$ cat config.mk
export PLATFORM = sky130hd
export DESIGN_NAME = instr_prefetch_queue_flat
export DESIGN_NICKNAME = d
export VERILOG_FILES = /design/src/rtl/riscv_pkg.sv /design/src/rtl/instr_prefetch_queue_if.sv /design/src/rtl/instr_prefetch_queue_sync_fifo.sv /design/src/rtl/instr_prefetch_queue.sv /design/src/flat_wrapper.sv
export SDC_FILE = /design/constraint.sdc
export NUM_CORES = 1
export LEC_CHECK = 0
export CAP_MARGIN = 20
export CORE_ASPECT_RATIO = 1.1
export CORE_MARGIN = 2
export CORE_UTILIZATION = 25
export CTS_CLUSTER_DIAMETER = 80
export DETAILED_ROUTE_END_ITERATION = 12
export PLACE_DENSITY = 0.45
export SLEW_MARGIN = 20
export SYNTH_ARGS = -nofsm -noshare
export SYNTH_HDL_FRONTEND = slang
export SYNTH_SLANG_ARGS = --single-unit
$ cat constraint.sdc
create_clock -name clk -period 4 [get_ports clk]
set_input_delay 0.4 -clock clk [delete_from_list [all_inputs] [get_ports clk]]
set_output_delay 0.4 -clock clk [all_outputs]
set_load 0.01 [all_outputs]
$ cat src/rtl/riscv_pkg.sv
// Shared fetch-side types and constants for the riscv core front end.
package riscv_pkg;

    localparam logic [31:0] NOP_INSTR = 32'h0000_0013;

    typedef enum logic {
        FETCH,
        DRAIN
    } fetch_state_e;

    typedef struct packed {
        logic [31:0] pc;
        logic [31:0] instr;
    } fetch_entry_t;

endpackage

$ cat src/rtl/instr_prefetch_queue_if.sv
// Fetch bus bundle: instruction memory request/response, redirect, and decoder output channel.
interface instr_prefetch_queue_if;

    logic        imem_req_valid;
    logic [31:0] imem_req_addr;
    logic        imem_req_ready;
    logic        imem_resp_valid;
    logic [31:0] imem_resp_data;
    logic        redirect_valid;
    logic [31:0] redirect_pc;
    logic        out_valid;
    logic [31:0] out_pc;
    logic [31:0] out_instr;
    logic        out_ready;

    modport master (
        output imem_req_valid, imem_req_addr, out_valid, out_pc, out_instr,
        input  imem_req_ready, imem_resp_valid, imem_resp_data,
               redirect_valid, redirect_pc, out_ready
    );

    modport slave (
        input  imem_req_valid, imem_req_addr, out_valid, out_pc, out_instr,
        output imem_req_ready, imem_resp_valid, imem_resp_data,
               redirect_valid, redirect_pc, out_ready
    );

endinterface

$ cat src/rtl/instr_prefetch_queue_sync_fifo.sv
// Synchronous FIFO with flush; head data is read straight from registered storage.
module sync_fifo #(
    parameter int WIDTH = 32,
    parameter int DEPTH = 4
) (
    input  logic                   clk,
    input  logic                   reset,
    input  logic                   i_push,
    input  logic [WIDTH-1:0]       i_push_data,
    input  logic                   i_pop,
    input  logic                   i_flush,
    output logic [WIDTH-1:0]       o_head,
    output logic                   o_full,
    output logic                   o_empty,
    output logic [$clog2(DEPTH):0] o_count
);

    localparam int AW = $clog2(DEPTH);
    localparam logic [AW-1:0] PTR_ONE = 1;
    localparam logic [AW:0]   CNT_ONE = 1;

    logic [WIDTH-1:0] r_mem [DEPTH];
    logic [AW-1:0]    r_wr_ptr;
    logic [AW-1:0]    r_rd_ptr;
    logic [AW:0]      r_count;
    logic             w_push;
    logic             w_pop;

    assign o_empty = (r_count == '0);
    assign o_full  = (r_count == CNT_ONE << AW);
    assign o_count = r_count;
    assign o_head  = r_mem[r_rd_ptr];

    assign w_pop  = i_pop && !o_empty;
    assign w_push = i_push && (!o_full || w_pop);

    // NOTE: storage is deliberately not reset; the pointers alone define which words are live.
    always_ff @(posedge clk) begin
        if (w_push) r_mem[r_wr_ptr] <= i_push_data;
    end

    always_ff @(posedge clk) begin
        if (reset || i_flush) begin
            r_wr_ptr <= '0;
            r_rd_ptr <= '0;
            r_count  <= '0;
        end else begin
            if (w_push) r_wr_ptr <= r_wr_ptr + PTR_ONE;
            if (w_pop)  r_rd_ptr <= r_rd_ptr + PTR_ONE;
            r_count <= r_count + (w_push ? CNT_ONE : '0) - (w_pop ? CNT_ONE : '0);
        end
    end

endmodule

$ cat src/rtl/instr_prefetch_queue.sv
// Instruction prefetch queue: sequential fetch, in-order buffering, redirect flush/drain.
// Optional PREFETCH_STATS_EN adds flush and starvation counters.
module instr_prefetch_queue
    import riscv_pkg::*;
#(
    parameter int          DEPTH    = 4,
    parameter logic [31:0] RESET_PC = 32'h0000_0000
) (
    input  logic                          clk,
    input  logic                          reset,
    instr_prefetch_queue_if.master        bus
`ifdef PREFETCH_STATS_EN
    ,
    output logic [15:0]                   stat_flush_cnt,
    output logic [31:0]                   stat_starve_cnt
`endif
);

    localparam int CW = $clog2(DEPTH) + 1;
    localparam logic [CW-1:0] CNT_ONE   = 1;
    localparam logic [CW:0]   DEPTH_LIM = (CW + 1)'(DEPTH);

    fetch_state_e r_state, w_state_nxt;
    logic [31:0]  r_fetch_pc, w_fetch_pc_nxt;
    logic [CW-1:0] r_drop_cnt, w_drop_cnt_nxt, w_drop_base, w_drop_calc;

    logic          w_entry_full, w_entry_empty, w_tag_full, w_tag_empty;
    logic [CW-1:0] w_entry_count, w_tag_count;
    logic [31:0]   w_tag_head;
    fetch_entry_t  w_head_entry, w_push_entry;
    logic          w_credit, w_req_fire, w_resp_keep, w_out_valid, w_pop;

    // Credit counts both buffered entries and requests still in flight, so a push can never overflow.
    assign w_credit = !w_entry_full && !w_tag_full &&
                      (({1'b0, w_entry_count} + {1'b0, w_tag_count}) < DEPTH_LIM);

    assign bus.imem_req_valid = !reset && (r_state == FETCH) && w_credit;
    assign bus.imem_req_addr  = r_fetch_pc;
    assign w_req_fire  = bus.imem_req_valid && bus.imem_req_ready;
    assign w_resp_keep = bus.imem_resp_valid && (r_state == FETCH) && !bus.redirect_valid && !w_tag_empty;

    assign w_out_valid   = !w_entry_empty;
    assign w_pop         = w_out_valid && bus.out_ready;
    assign bus.out_valid = w_out_valid;
    assign bus.out_pc    = w_out_valid ? w_head_entry.pc    : 32'h0;
    assign bus.out_instr = w_out_valid ? w_head_entry.instr : NOP_INSTR;

    assign w_push_entry = '{pc: w_tag_head, instr: bus.imem_resp_data};

    sync_fifo #(.WIDTH($bits(fetch_entry_t)), .DEPTH(DEPTH)) u_entry_q (
        .clk         (clk),
        .reset       (reset),
        .i_push      (w_resp_keep),
        .i_push_data (w_push_entry),
        .i_pop       (w_pop),
        .i_flush     (bus.redirect_valid),
        .o_head      (w_head_entry),
        .o_full      (w_entry_full),
        .o_empty     (w_entry_empty),
        .o_count     (w_entry_count)
    );

    // PC tags of live in-flight requests; a request accepted in a redirect cycle is stale and not tagged.
    sync_fifo #(.WIDTH(32), .DEPTH(DEPTH)) u_tag_q (
        .clk         (clk),
        .reset       (reset),
        .i_push      (w_req_fire && !bus.redirect_valid),
        .i_push_data (r_fetch_pc),
        .i_pop       (w_resp_keep),
        .i_flush     (bus.redirect_valid),
        .o_head      (w_tag_head),
        .o_full      (w_tag_full),
        .o_empty     (w_tag_empty),
        .o_count     (w_tag_count)
    );

    // NOTE: every variable gets its default before any branch so no path infers a latch.
    always_comb begin
        w_state_nxt    = r_state;
        w_fetch_pc_nxt = r_fetch_pc;
        w_drop_cnt_nxt = r_drop_cnt;
        w_drop_base    = (r_state == FETCH) ? w_tag_count : r_drop_cnt;
        w_drop_calc    = w_drop_base + (w_req_fire ? CNT_ONE : '0)
                                     - (bus.imem_resp_valid ? CNT_ONE : '0);
        if (bus.redirect_valid) begin
            w_fetch_pc_nxt = bus.redirect_pc & ~32'h3;
            w_drop_cnt_nxt = w_drop_calc;
            w_state_nxt    = (w_drop_calc != '0) ? DRAIN : FETCH;
        end else if (r_state == DRAIN) begin
            w_drop_cnt_nxt = w_drop_calc;
            if (w_drop_calc == '0) w_state_nxt = FETCH;
        end else if (w_req_fire) begin
            w_fetch_pc_nxt = r_fetch_pc + 32'd4;
        end
    end

    // NOTE: sequential state uses non-blocking assignments so all registers update from the same snapshot.
    always_ff @(posedge clk) begin
        if (reset) begin
            r_state    <= FETCH;
            r_fetch_pc <= RESET_PC;
            r_drop_cnt <= '0;
        end else begin
            r_state    <= w_state_nxt;
            r_fetch_pc <= w_fetch_pc_nxt;
            r_drop_cnt <= w_drop_cnt_nxt;
        end
    end

`ifdef PREFETCH_STATS_EN
    logic [15:0] r_flush_cnt;
    logic [31:0] r_starve_cnt;

    always_ff @(posedge clk) begin
        if (reset) begin
            r_flush_cnt  <= '0;
            r_starve_cnt <= '0;
        end else begin
            if (bus.redirect_valid && (r_flush_cnt != 16'hFFFF)) r_flush_cnt <= r_flush_cnt + 16'd1;
            if (bus.out_ready && !w_out_valid) r_starve_cnt <= r_starve_cnt + 32'd1;
        end
    end

    assign stat_flush_cnt  = r_flush_cnt;
    assign stat_starve_cnt = r_starve_cnt;
`endif

endmodule

$ cat src/flat_wrapper.sv
// flat-port wrapper written by rule: the top's interface ports become plain ports
module instr_prefetch_queue_flat import riscv_pkg::*;
#(
    parameter int          DEPTH    = 4,
    parameter logic [31:0] RESET_PC = 32'h0000_0000
)
  (clk, reset, bus_imem_req_valid, bus_imem_req_addr, bus_out_valid, bus_out_pc, bus_out_instr, bus_imem_req_ready, bus_imem_resp_valid, bus_imem_resp_data, bus_redirect_valid, bus_redirect_pc, bus_out_ready);
  instr_prefetch_queue_if bus_i ();
  input  logic clk;
  input  logic reset;
  output wire logic [$bits(bus_i.imem_req_valid)-1:0] bus_imem_req_valid;
  output wire logic [$bits(bus_i.imem_req_addr)-1:0] bus_imem_req_addr;
  output wire logic [$bits(bus_i.out_valid)-1:0] bus_out_valid;
  output wire logic [$bits(bus_i.out_pc)-1:0] bus_out_pc;
  output wire logic [$bits(bus_i.out_instr)-1:0] bus_out_instr;
  input wire logic [$bits(bus_i.imem_req_ready)-1:0] bus_imem_req_ready;
  input wire logic [$bits(bus_i.imem_resp_valid)-1:0] bus_imem_resp_valid;
  input wire logic [$bits(bus_i.imem_resp_data)-1:0] bus_imem_resp_data;
  input wire logic [$bits(bus_i.redirect_valid)-1:0] bus_redirect_valid;
  input wire logic [$bits(bus_i.redirect_pc)-1:0] bus_redirect_pc;
  input wire logic [$bits(bus_i.out_ready)-1:0] bus_out_ready;
  assign bus_imem_req_valid = bus_i.imem_req_valid;
  assign bus_imem_req_addr = bus_i.imem_req_addr;
  assign bus_out_valid = bus_i.out_valid;
  assign bus_out_pc = bus_i.out_pc;
  assign bus_out_instr = bus_i.out_instr;
  assign bus_i.imem_req_ready = bus_imem_req_ready;
  assign bus_i.imem_resp_valid = bus_imem_resp_valid;
  assign bus_i.imem_resp_data = bus_imem_resp_data;
  assign bus_i.redirect_valid = bus_redirect_valid;
  assign bus_i.redirect_pc = bus_redirect_pc;
  assign bus_i.out_ready = bus_out_ready;
  instr_prefetch_queue #(.DEPTH(DEPTH), .RESET_PC(RESET_PC)) u_core (.clk(clk), .reset(reset), .bus(bus_i));
endmodule
# Word-level counts from Yosys, hierarchy flattened
# Memory sizes are Yosys's and may differ from the RTL's. A register that Yosys moved wholly into a read port is not among the register bits.
# Cells that the tools add are included.
# word_totals
register_bits	50
latchBits	0
ramBits	384
mem_bits_ro	0
input_bits	70
output_inout_bits	98
memories	2
# classes
addsub	12
n_mul	0
n_div	0
magnitude_cmp	1
eq_ne	3
shift	0
muxes	26
n_bitwise	1
n_reduce_logical	32
# memory_table
name	words	word_bits	read_ports	rd_clocked_by_memory_dff	wr	line	rtl
u_core.u_entry_q.r_mem	4	64	1	1	1	instr_prefetch_queue_sync_fifo.sv:22	logic [WIDTH-1:0] r_mem [DEPTH];
u_core.u_tag_q.r_mem	4	32	1	1	1	instr_prefetch_queue_sync_fifo.sv:22	
# ops
op	count
two-way mux 32 bit	5
adder 32 x 3 -> 32 bit (second input constant)	1
logical AND 1 bit	14
two-way mux 1 bit	14
zero test 3 bit	3
two-way mux 3 bit	3
adder 2 x 1 -> 2 bit (second input constant)	4
two-way mux 2 bit	4
adder 3 x 1 -> 3 bit	2
== test 3 bit (second input constant)	2
zero test 1 bit	6
subtractor 3 x 1 -> 3 bit	2
adder 3 x 3 -> 4 bit	1
< comparator 4 x 3 -> 1 bit (second input constant)	1
AND reduction 2 bit	2
nonzero test 2 bit	2
adder 3 bit	1
logical OR 1 bit	3
nonzero test 3 bit	1
subtractor 3 bit	1
inequality test 2 bit (second input constant)	1
OR reduction 2 bit	1
inverter 1 bit	1

# Logic depth before layout (Yosys ltp)
# Gate-level depths: netlist of the first run.
# depth
depth_word	13
mapped_depth	13

# Modules after synthesis
# A second synthesis of the first run with hierarchy kept.
# hier_totals
hier_cells	928
area_unflattened_um2	17314.1
# by_module_without_submodules
module	instances	cells_per_inst	area_each_um2	seq_area_each_um2
sync_fifo (u_core.u_entry_q)	1	382	9689.3	7867.5
sync_fifo (u_core.u_tag_q)	1	215	5077.4	4023.9
instr_prefetch_queue	1	331	2547.4	680.7

# Least setup slack after synthesis of the first run
# OpenSTA, ideal clock, no wires.
# synth_timing
path_kind	input port to flip-flop
from	input bus_redirect_valid
to	memory u_core.u_entry_q.r_mem[1][0] in the netlist's numbering, enable pin
setup_time_ps	426
arrival_ps	3082
t_required_ps	3574
path_slack_ps	492
cell_stages	6
n_path_buf	2
cell_sequence	buf_2 -> nor2_1 -> o311a_1 -> clkbuf_1 -> a21boi_1 -> and2_1
# synth_between
elab_chain_len	6
# synth_lines
element	line	rtl
start: declaration	flat_wrapper.sv:19	input wire logic [$bits(bus_i.redirect_valid)-1:0] bus_redirect_valid;
zero test 1 bit	instr_prefetch_queue.sv:40	assign w_resp_keep = bus.imem_resp_valid && (r_state == FETCH) && !bus.redirect_valid && !w_tag_empty;
logical AND 1 bit (2 in series)	instr_prefetch_queue.sv:40	
logical AND 1 bit	instr_prefetch_queue_sync_fifo.sv:35	assign w_push = i_push && (!o_full || w_pop);
two-way mux 1 bit	instr_prefetch_queue_sync_fifo.sv:39	if (w_push) r_mem[r_wr_ptr] <= i_push_data;
two-way mux 1 bit (not written as such)	instr_prefetch_queue_sync_fifo.sv:39	
end: declaration	instr_prefetch_queue_sync_fifo.sv:22	
# No other way between the ends.

# Worst setup path after layout of the first run
# layout_timing
from	register u_core.u_tag_q.r_count[2], in the netlist u_core.u_tag_q.o_count[2]
to	register u_core.u_tag_q.r_count[2], in the netlist u_core.u_tag_q.o_count[2]
# layout_between
elab_chain_len	11
elab_cells_between_ends	19
classes_between	add/sub: 3; order compare: 1; eq/ne: 1; mux: 2; reduce/logical: 12
# layout_lines
element	line	rtl
start: declaration	instr_prefetch_queue_sync_fifo.sv:25	logic [AW:0] r_count;
start signal: assignment	instr_prefetch_queue_sync_fifo.sv:50	r_count <= r_count + (w_push ? CNT_ONE : '0) - (w_pop ? CNT_ONE : '0);
parallel branches: the longest is 10 deep, another holds adder 3 x 3 -> 4 bit	n/a	
subtractor 3 x 1 -> 3 bit *	instr_prefetch_queue_sync_fifo.sv:50	
# Mark *: on every way between the ends.
# A chain may end at the register's enable or synchronous reset.

==> metrics.md, run 1 <==
| Metric | Value |
|---|---|
| Crit-path max cell delay | `0.55 ns` |
| Synth Flop Type | `edfxtp_1` |
| Tot Pwr | `9.54 mW` |
| Finish-stage setup viols | `0` |
| Leak | `6.59 nW` |
| Clk root buf | `clkbuf_16` |
| Routed wire per std cell | `20.1 um` |
| Busiest grt layer | `met2` |
| WP data required | `4.46 ns` |
| Max FO, Critical Path | `12` |
| EDFF count, synth | `368` |
| Core Area | `66400 um^2` |
| DIE AREA | `69200 um^2` |
| Gate Count Post-Synth | `923` |
| Slew Viols, Final | `0` |
| Port-buffer cells | `161` |
| Post-layout min period | `3.45 ns` |
| Critical-path top delay cell | `or4b_4` |
| Number of global-route vias before repair | `9448` |
| # nets final | `1199` |
| Most frequent cells in the layout | `edfxtp_1, clkdlybuf4s50_1, mux4_2` |
| Hold Fails Final Rpt | `0` |
| RSZ-0062 raised after global routing | `false` |
| First-pass GRT wire length | `61500 um` |
| Largest net degree at the start of global routing | `63` |
| Clock Sinks | `420` |
| Fraction of layout cells with a size suffix above 1 | `18.6%` |
| WS Path Type | `register to register` |
| Seq cells post-synth | `420` |
| Remaining antenna violation count after routing | `0` |
| Worst Tran Pin Value | `0.886 ns` |
| Final setup TNS | `0 ns` |
| HP Class | `primary input to register` |
| Post-synth cell types | `64` |
| Critical Path Sink Type | `register` |
| Die Y-Extent | `276 um` |
| Post-CTS Repair Setup Buffers | `0` |
| Chip Width | `251 um` |
| Initial core utilization | `25.3%` |
| Crit-path cells | `ha_1 -> or4b_4 -> a2111oi_4 -> and2_4 -> inv_4 -> ha_1 -> inv_1 -> ha_1 -> inv_1 -> fa_1 -> xor2_1 -> xnor2_1 -> nor2_1` |
| Top delay family on crit path | `adder cells` |
| Inserted Diodes | `0` |
| Initial DRC count | `575` |
| Skew final | `0.0286 ns` |
| Initial antenna violation count | `0` |
| Site Rows | `99` |
| WP buf/inv | `3` |
| Layout Area Growth over Synthesis | `25.7%` |
| Final WL | `40400 um` |
| Synthesized area per cell | `18.2 um^2` |
| CTS tree | `done` |
| Pwr dens | `452 nW/um^2` |
| Post-CTS Hold Buffers | `0` |
| Sequential-to-total area share from yosys stat | `72.1%` |
| Leading cell type in the layout, fill and taps excluded | `edfxtp_1` |
| CP arrival | `3.91 ns` |
| Ports | `168` |
| DRT Pass-1 Iters | `5` |
| Clock transition at path regs | `0.06 ns` |
| Fraction of registers with async set/reset | `0%` |
| CP dominant cell by count | `ha_1` |
| Residual DRC | `0` |
| GR Overflow Total | `0` |
| Synthesis Warnings | `0` |
| Cell Area, Synth | `16800 um^2` |
| Post-CTS sizing | `0` |
| RD Place Congestion | `0.734` |
| H-tree levels | `2` |
| GR Layer Usage met3 | `1.98%` |
| Worst setup SP type | `register` |
| Max Cap Viol | `0` |
| Post-DR vias/cell | `4.41` |
| Routing usage on met2 | `19.9%` |
| Final period util | `86.3%` |
| Relative slew slack | `40.9%` |
| Tot GR Track Use | `11.9%` |
| Worst vdd ir | `0.255 mV` |
| Status | `finished, final reports clean` |
| Global-route met1 utilization | `15.8%` |
| Via Count | `8864` |
| Post-DP HPWL | `24200 um` |
| Clk_lat worst skew | `0.60 ns` |
| Cts bufs inserted | `49` |
| CTS max path bufs | `3` |
| Peak Freq | `290 MHz` |
cells by family after synthesis:
group / Yosys count / share of synthesized area, %
flops: 420 / 72.1
simple gates: 219 / 7.32
mux: 98 / 12.7
buf+inv: 74 / 1.89
compound gates: 61 / 2.81
xor+xnor: 31 / 1.62
fa+ha+maj: 19 / 1.55
other cells: 1 / 0.0224
metrics by stage:
stage / setup WS, ns / util, % / std cells / area [um^2] / hold slack (ns)
global route: 0.305 / 31.8 / 2008 / 21100 / 0.367
floorplan: 0.492 / - / 926 / 16800 / 0.432
finish: 0.547 / 31.8 / 2008 / 21100 / 0.366
detailed placement: 0.406 / 29.4 / 1917 / 19500 / 0.445
CTS: 0.521 / 31.8 / 2008 / 21100 / 0.322
global placement: 0.390 / 29.4 / 1917 / 19500 / 0.450
cell type report:
type	count	area (um^2)
Clock buffer	64	1330
Clock inverter	27	240
Fill cell	6497	45300
Inverter	23	88.8
Multi-Input combinational cell	432	4390
Sequential cell	420	12100
Tap cell	858	1070
Timing Repair Buffer	184	1860
state kept, by name (all words and copies together), names as in the netlist, named ones only:
signal and flops:
u_core.bus.imem_req_addr 30, u_core.u_entry_q.o_count 3, u_core.r_state 1, u_core.u_entry_q.r_rd_ptr 2
u_core.u_tag_q.r_mem 120, u_core.u_tag_q.r_wr_ptr 2, u_core.r_drop_cnt 3, u_core.u_tag_q.o_count 3
u_core.u_tag_q.r_rd_ptr 2, u_core.u_entry_q.r_mem 248, u_core.u_entry_q.r_wr_ptr 2
report_power, final:
part / switching [mW] / internal, mW / total [mW]
clock: 1.78 / 2.55 / 4.32
combinational: 0.163 / 0.174 / 0.337
sequential: 0.0784 / 4.80 / 4.88
total: 2.02 / 7.52 / 9.54
layer usage:
layer	wire length (um)	vias up	part of all wire (%)
li1	-	4025	-
met1	18300	4558	45
met2	19600	217	48
met3	1640	64	4.1
met4	955	0	2.4
met5	0	-	0
path summary, 6_finish.rpt:
check	start	endpoint	slack, ns	depth (start not counted)
hold / removal	bus_redirect_pc[17]	u_core.bus.imem_req_addr[17]	0.37	3
setup / recovery	u_core.u_tag_q.o_count[2]	u_core.u_tag_q.o_count[2]	0.55	13
hold reg to reg	u_core.r_drop_cnt[1]	u_core.r_drop_cnt[1]	0.45	2
setup reg to reg	u_core.u_tag_q.o_count[2]	u_core.u_tag_q.o_count[2]	0.55	13
synthesized netlist by cell type (all sizes together), types with 2 or more instances:
cell	n	area, um^2
clkbuf	32	120
a211oi	10	75.1
xor2	9	78.8
a21oi	10	50.1
nor2	37	139
or4	2	18.8
nor3b	4	35.0
nor3	20	100
buf	19	108
nand2	28	105
mux2i	6	60.1
a311oi	4	35.0
a2111oi	4	62.6
nand3	11	60.1
xnor2	22	193
clkinv	2	7.51
ha	16	200
nor4b	2	17.5
a31oi	4	25.0
and2	70	440
dfxtp	52	1040
o22ai	3	18.8
mux4	92	2070
edfxtp	368	11100
o21ai	6	30.0
a221o	2	20.0
and3	9	56.3
a2bb2oi	3	26.3
a221oi	2	17.5
nand4	9	62.6
fa	3	60.1
nor4	11	68.8
and4	7	61.3
inv	21	81.3
a32oi	2	17.5
or2	6	37.5
worst min-delay path: stages:
cell and delay, ns:
clkdlybuf4s50_1 0.40, nand2_1 0.06, nand2_1 0.05
Power figures use the tool's default switching activity.
==> run 2: changes to the inputs <==
Settings changed: CORE_UTILIZATION 25 to 57, CTS_CLUSTER_DIAMETER 80 to 30, PLACE_DENSITY 0.45 to 0.84, RECOVER_POWER set to 100.
==> run 2 against run 1 <==
  * The run now ends with max-capacitance violations, max-slew violations left
  * Critical endpoint is now bus_out_instr[28]
  * Combinational power decreased by 7.4%
  * Worst setup slack got worse by 0.068 ns
  * Via count increased by 6.6%
  * Final area increased by 0.35%
==> metrics.md, run 2 (same netlist as run 1, synthesis figures left out) <==
| Metric | Value |
|---|---|
| Status | `finished, violations left` |
| Failing checks | `max-capacitance violations, max-slew violations` |
| Clock Sinks | `420` |
| Cts bufs inserted | `71` |
| Final WL | `36500 um` |
| Post-DP HPWL | `19800 um` |
| Worst vdd ir | `0.354 mV` |
| Leading cell type in the layout, fill and taps excluded | `edfxtp_1` |
| Final setup TNS | `0 ns` |
| WP data required | `3.60 ns` |
| Worst Tran Pin Value | `2.13 ns` |
| Most frequent cells in the layout | `edfxtp_1, dlygate4sd3_1, mux4_2` |
| Number of placed instances, taps included | `1426` |
| Die Y-Extent | `184 um` |
| CTS tree | `done` |
| HP Class | `primary input to register` |
| CP arrival | `3.12 ns` |
| Final period util | `88.0%` |
| Critical-path top delay cell | `dlygate4sd3_1` |
| WP buf/inv | `4` |
| Max FO, Critical Path | `32` |
| WS Path Type | `register to output port` |
| Post-CTS Repair Setup Buffers | `0` |
| Post-DR vias/cell | `6.07` |
| Worst slack at placement | `0.422 ns` |
| Finish-stage setup viols | `0` |
| Post-CTS Hold Buffers | `0` |
| H-tree levels | `3` |
| Post-layout min period | `3.52 ns` |
| Peak Freq | `284 MHz` |
| Post-DP Area | `18900 um^2` |
| Hold Fails Final Rpt | `0` |
| Core Area | `28800 um^2` |
| Site Rows | `65` |
| Ports | `168` |
| CTS max path bufs | `3` |
| Via Count | `9450` |
| Final Util | `73.5%` |
| Top delay family on crit path | `buffers and inverters` |
| Remaining antenna violation count after routing | `0` |
| Fraction of layout cells with a size suffix above 1 | `20.8%` |
| RD Place Congestion | `0.797` |
| Largest net degree at the start of global routing | `63` |
| Worst setup SP type | `register` |
| Slew Viols, Final | `67` |
| Port-buffer cells | `161` |
| Final non-filler cell total | `1556` |
| Leak | `7.11 nW` |
| DIE AREA | `30800 um^2` |
| GR Overflow Total | `0` |
| First-pass GRT wire length | `57600 um` |
| Worst hold slack | `0.404 ns` |
| Crit-path cells | `nor3_1 -> buf_4 -> inv_2 -> clkbuf_2 -> and2_1 -> dlygate4sd3_1` |
| RSZ-0062 raised after global routing | `false` |
| Tot GR Track Use | `24.6%` |
| Pwr dens | `523 nW/um^2` |
| Initial antenna violation count | `1` |
| Max Cap Viol | `2` |
| Clk_lat worst skew | `0.56 ns` |
| Clk root buf | `clkbuf_16` |
| DRT Pass-1 Iters | `9` |
| Post-CTS sizing | `0` |
| Number of global-route vias before repair | `10100` |
| Critical Path Sink Type | `output port` |
| Clock transition at path regs | `0.05 ns` |
| Chip Width | `168 um` |
| Skew final | `0.0198 ns` |
| Initial DRC count | `806` |
| Inserted Diodes | `0` |
| Routed wire per std cell | `23.4 um` |
| Relative slew slack | `-42.4%` |
| Final instance area | `21200 um^2` |
| Initial core utilization | `58.3%` |
| Tot Pwr | `11.1 mW` |
| Post-route setup slack | `0.479 ns` |
| Max FFs per register | `248` |
| Layout Area Growth over Synthesis | `26.1%` |
| # nets final | `1220` |
| Residual DRC | `0` |
| Crit-path max cell delay | `0.60 ns` |
| Largest Register | `u_core.u_entry_q.r_mem` |
[run 2: worst register-to-register path: stages, from the launching register on]
cell and delay, ns:
dfxtp_1 0.40, ha_1 0.27, or4b_1 0.57, a2111oi_4 0.40
and2_4 0.33, inv_4 0.10, ha_1 0.30, inv_1 0.06
ha_1 0.13, inv_1 0.05, fa_1 0.38, xor2_1 0.17
xnor2_1 0.13, nor2_1 0.05
[run 2: final timing paths]
kind                                  endpoint  slack [ns]  depth (start not counted)                         from
setup / recovery             bus_out_instr[28]        0.48                          6  u_core.u_entry_q.o_count[1]
hold / removal    u_core.bus.imem_req_addr[17]        0.40                          3          bus_redirect_pc[17]
setup reg to reg     u_core.u_tag_q.o_count[2]        0.54                         13    u_core.u_tag_q.o_count[2]
hold reg to reg           u_core.r_drop_cnt[0]        0.45                          2         u_core.r_drop_cnt[0]
[run 2: per-layer routing]
metal / GRT usage, % / part of all wire (%)
met4: 7.86 / 1.9
met3: 5.27 / 7.7
met5: 0 / 0
met2: 41.7 / 51
met1: 32.3 / 39
[run 2: final cells by class]
class                   count  area, um^2
clock buffers              86        1910
clock inverters            44         437
fillers                  1693        7630
inverters                  23        88.8
multi-input cells         432        4370
flip-flops and latches    420       12100
well taps                 368         460
repair buffers            183        1800
[run 2: report_power, final]
| part | switching, mW | internal, mW | leakage, nW |
|---|---|---|---|
| registers | 0.0808 | 4.81 | 3.76 |
| clock network | 2.09 | 3.77 | 1.15 |
| logic | 0.156 | 0.157 | 2.20 |
| total | 2.33 | 8.74 | 7.11 |
==> run 3: changes to the inputs <==
Settings changed: GPL_TIMING_DRIVEN set to 0.
==> run 3 against run 2 <==
  * The run still ends with max-capacitance violations, max-slew violations left
  * Utilization decreased by 0.83 points
  * Die area unchanged
  * Non-clock buffer count grew 36
  * Register-to-register slack got worse by 0.20 ns
  * Critical path type unchanged
  * Critical endpoint is now bus_out_pc[11]
==> metrics.md, run 3 (same netlist as run 1, synthesis figures left out) <==
| Metric | Value |
|---|---|
| Final period util | `94.3%` |
| Peak Freq | `265 MHz` |
| Min-Delay Path Depth | `4` |
| Worst vdd ir | `0.417 mV` |
| Routed wire per std cell | `22.6 um` |
| Status | `finished, violations left` |
| FILL cells | `1732` |
| Clk root buf | `clkbuf_16` |
| Inserted Diodes | `0` |
| Initial DRC count | `805` |
| Via Count | `9381` |
| Sequential Area | `12100 um^2` |
| GR Overflow Total | `0` |
| RSZ-0062 raised after global routing | `false` |
| R2R setup slack | `0.34 ns` |
| FF-to-FF Start | `u_core.u_tag_q.o_count[2]` |
| Final Util | `72.7%` |
| Largest net degree at the start of global routing | `49` |
| Hold Fails Final Rpt | `0` |
| Site Rows | `65` |
| Post-CTS Repair Setup Buffers | `0` |
| CP arrival | `3.37 ns` |
| Leak | `7.04 nW` |
| Skew final | `0.0243 ns` |
| Post-layout min period | `3.77 ns` |
| Worst r2r dst | `u_core.u_tag_q.r_mem[1][19]` |
| Max Cap Viol | `2` |
| Ports | `168` |
| Initial core utilization | `58.3%` |
| WS Path Type | `register to output port` |
| Largest Register | `u_core.u_entry_q.r_mem` |
| Hold Startpoint | `bus_redirect_valid` |
| DRT Pass-1 Iters | `6` |
| # nets final | `1246` |
| WP data required | `3.60 ns` |
| Clock Sinks | `420` |
| Max FFs per register | `248` |
| Die Y-Extent | `184 um` |
| Leading cell type in the layout, fill and taps excluded | `edfxtp_1` |
| Core Area | `28800 um^2` |
| Multi-input logic area | `4380 um^2` |
| First-pass GRT wire length | `55800 um` |
| Clk_lat worst skew | `0.58 ns` |
| Fraction of layout cells with a size suffix above 1 | `19.0%` |
| Number of global-route vias before repair | `9902` |
| Relative slew slack | `-1.90%` |
| DIE AREA | `30800 um^2` |
| Slew Viols, Final | `50` |
| Worst-case reg-to-reg path depth | `5` |
| Remaining antenna violation count after routing | `0` |
| Layout Area Growth over Synthesis | `24.7%` |
| Pwr dens | `488 nW/um^2` |
| Final setup TNS | `0 ns` |
| Worst slack at placement | `0.516 ns` |
| Residual DRC | `0` |
| Failing checks | `max-capacitance violations, max-slew violations` |
| Worst Tran Pin Value | `1.53 ns` |
| Clock transition at path regs | `0.06 ns` |
| Post-route setup slack | `0.229 ns` |
| WHS Endpoint | `u_core.bus.imem_req_addr[10]` |
| Critical Path Sink Type | `output port` |
| H-tree levels | `2` |
| Cts bufs inserted | `61` |
| RD Place Congestion | `0.917` |
| Tot GR Track Use | `23.9%` |
| Post-DR vias/cell | `5.94` |
| HP Class | `primary input to register` |
| Final WL | `35600 um` |
| Initial antenna violation count | `1` |
| CTS tree | `done` |
| Worst setup SP type | `register` |
| Max FO, Critical Path | `10` |
| Finish-stage setup viols | `0` |
| Port-buffer cells | `160` |
| Most frequent cells in the layout | `edfxtp_1, dlygate4sd3_1, mux4_2` |
| Post-DP HPWL | `22100 um` |
| Chip Width | `168 um` |
| CTS max path bufs | `3` |
-- run 3: final cells by class --
cell class,instances,area share [%]
Timing Repair Buffer,168,8.17
Clock inverter,52,2.09
Buffer,51,1.03
Multi-Input combinational cell,432,20.9
Tap cell,368,2.20
Sequential cell,420,57.8
Clock buffer,64,7.35
Inverter,23,0.431
-- run 3: worst max-delay path: stages, from the launching register on --
cell	delay (ns)
dfxtp_1	0.34
clkbuf_1	0.61
clkbuf_2	0.47
mux4_2	0.56
and2_1	0.17
dlygate4sd3_1	0.63
-- run 3: metal layers --
metal / share of wire [%] / vias to the layer above / track usage [%]
met1: 40 / 4725 / 30.7
met4: 2.9 / 2 / 8.70
met5: 0.037 / - / 0
li1: - / 4152 / -
met3: 6.8 / 70 / 4.52
met2: 50 / 432 / 41.1
-- run 3: worst max-delay path by stage --
| stage | end | slack (ns) | cells after the start |
|---|---|---|---|
| 4_1_cts | bus_out_instr[4] | 0.24 | 5 |
| 6_report | bus_out_pc[11] | 0.23 | 5 |
| 3_3_place_gp | u_core.u_entry_q.r_mem[0][28] | -1.00 | 5 |
| 2_1_floorplan | u_core.u_entry_q.r_mem[1][0] | 0.49 | 6 |
| 3_5_place_dp | u_core.u_tag_q.o_count[2] | 0.52 | 13 |
| 5_1_grt | bus_out_pc[9] | 0.05 | 5 |
-- run 3: repair_timing --
item,CTS,global route
gates resized for setup,1,1
hold buffers,0,0
endpoints found under the setup margin,7,4
-- run 3: power breakdown --
part	total, mW	internal, mW	switching, mW
Sequential	4.88	4.81	0.0717
Clock	5.01	3.03	1.98
Combinational	0.323	0.158	0.165
-- run 3: through the flow --
| stage | hold WS (ns) | std cells | instance area [um^2] | total power [mW] |
|---|---|---|---|---|
| final | 0.331 | 1578 | 20900 | 10.2 |
| after global routing | 0.369 | 1578 | 20900 | 10.5 |
| after CTS | 0.303 | 1578 | 21000 | 10.3 |
| after detailed placement | 0.449 | 1462 | 19100 | 5.30 |
| after floorplan | 0.432 | 926 | 16800 | 5.10 |
| after global placement | 0.440 | 1454 | 18800 | 5.29 |
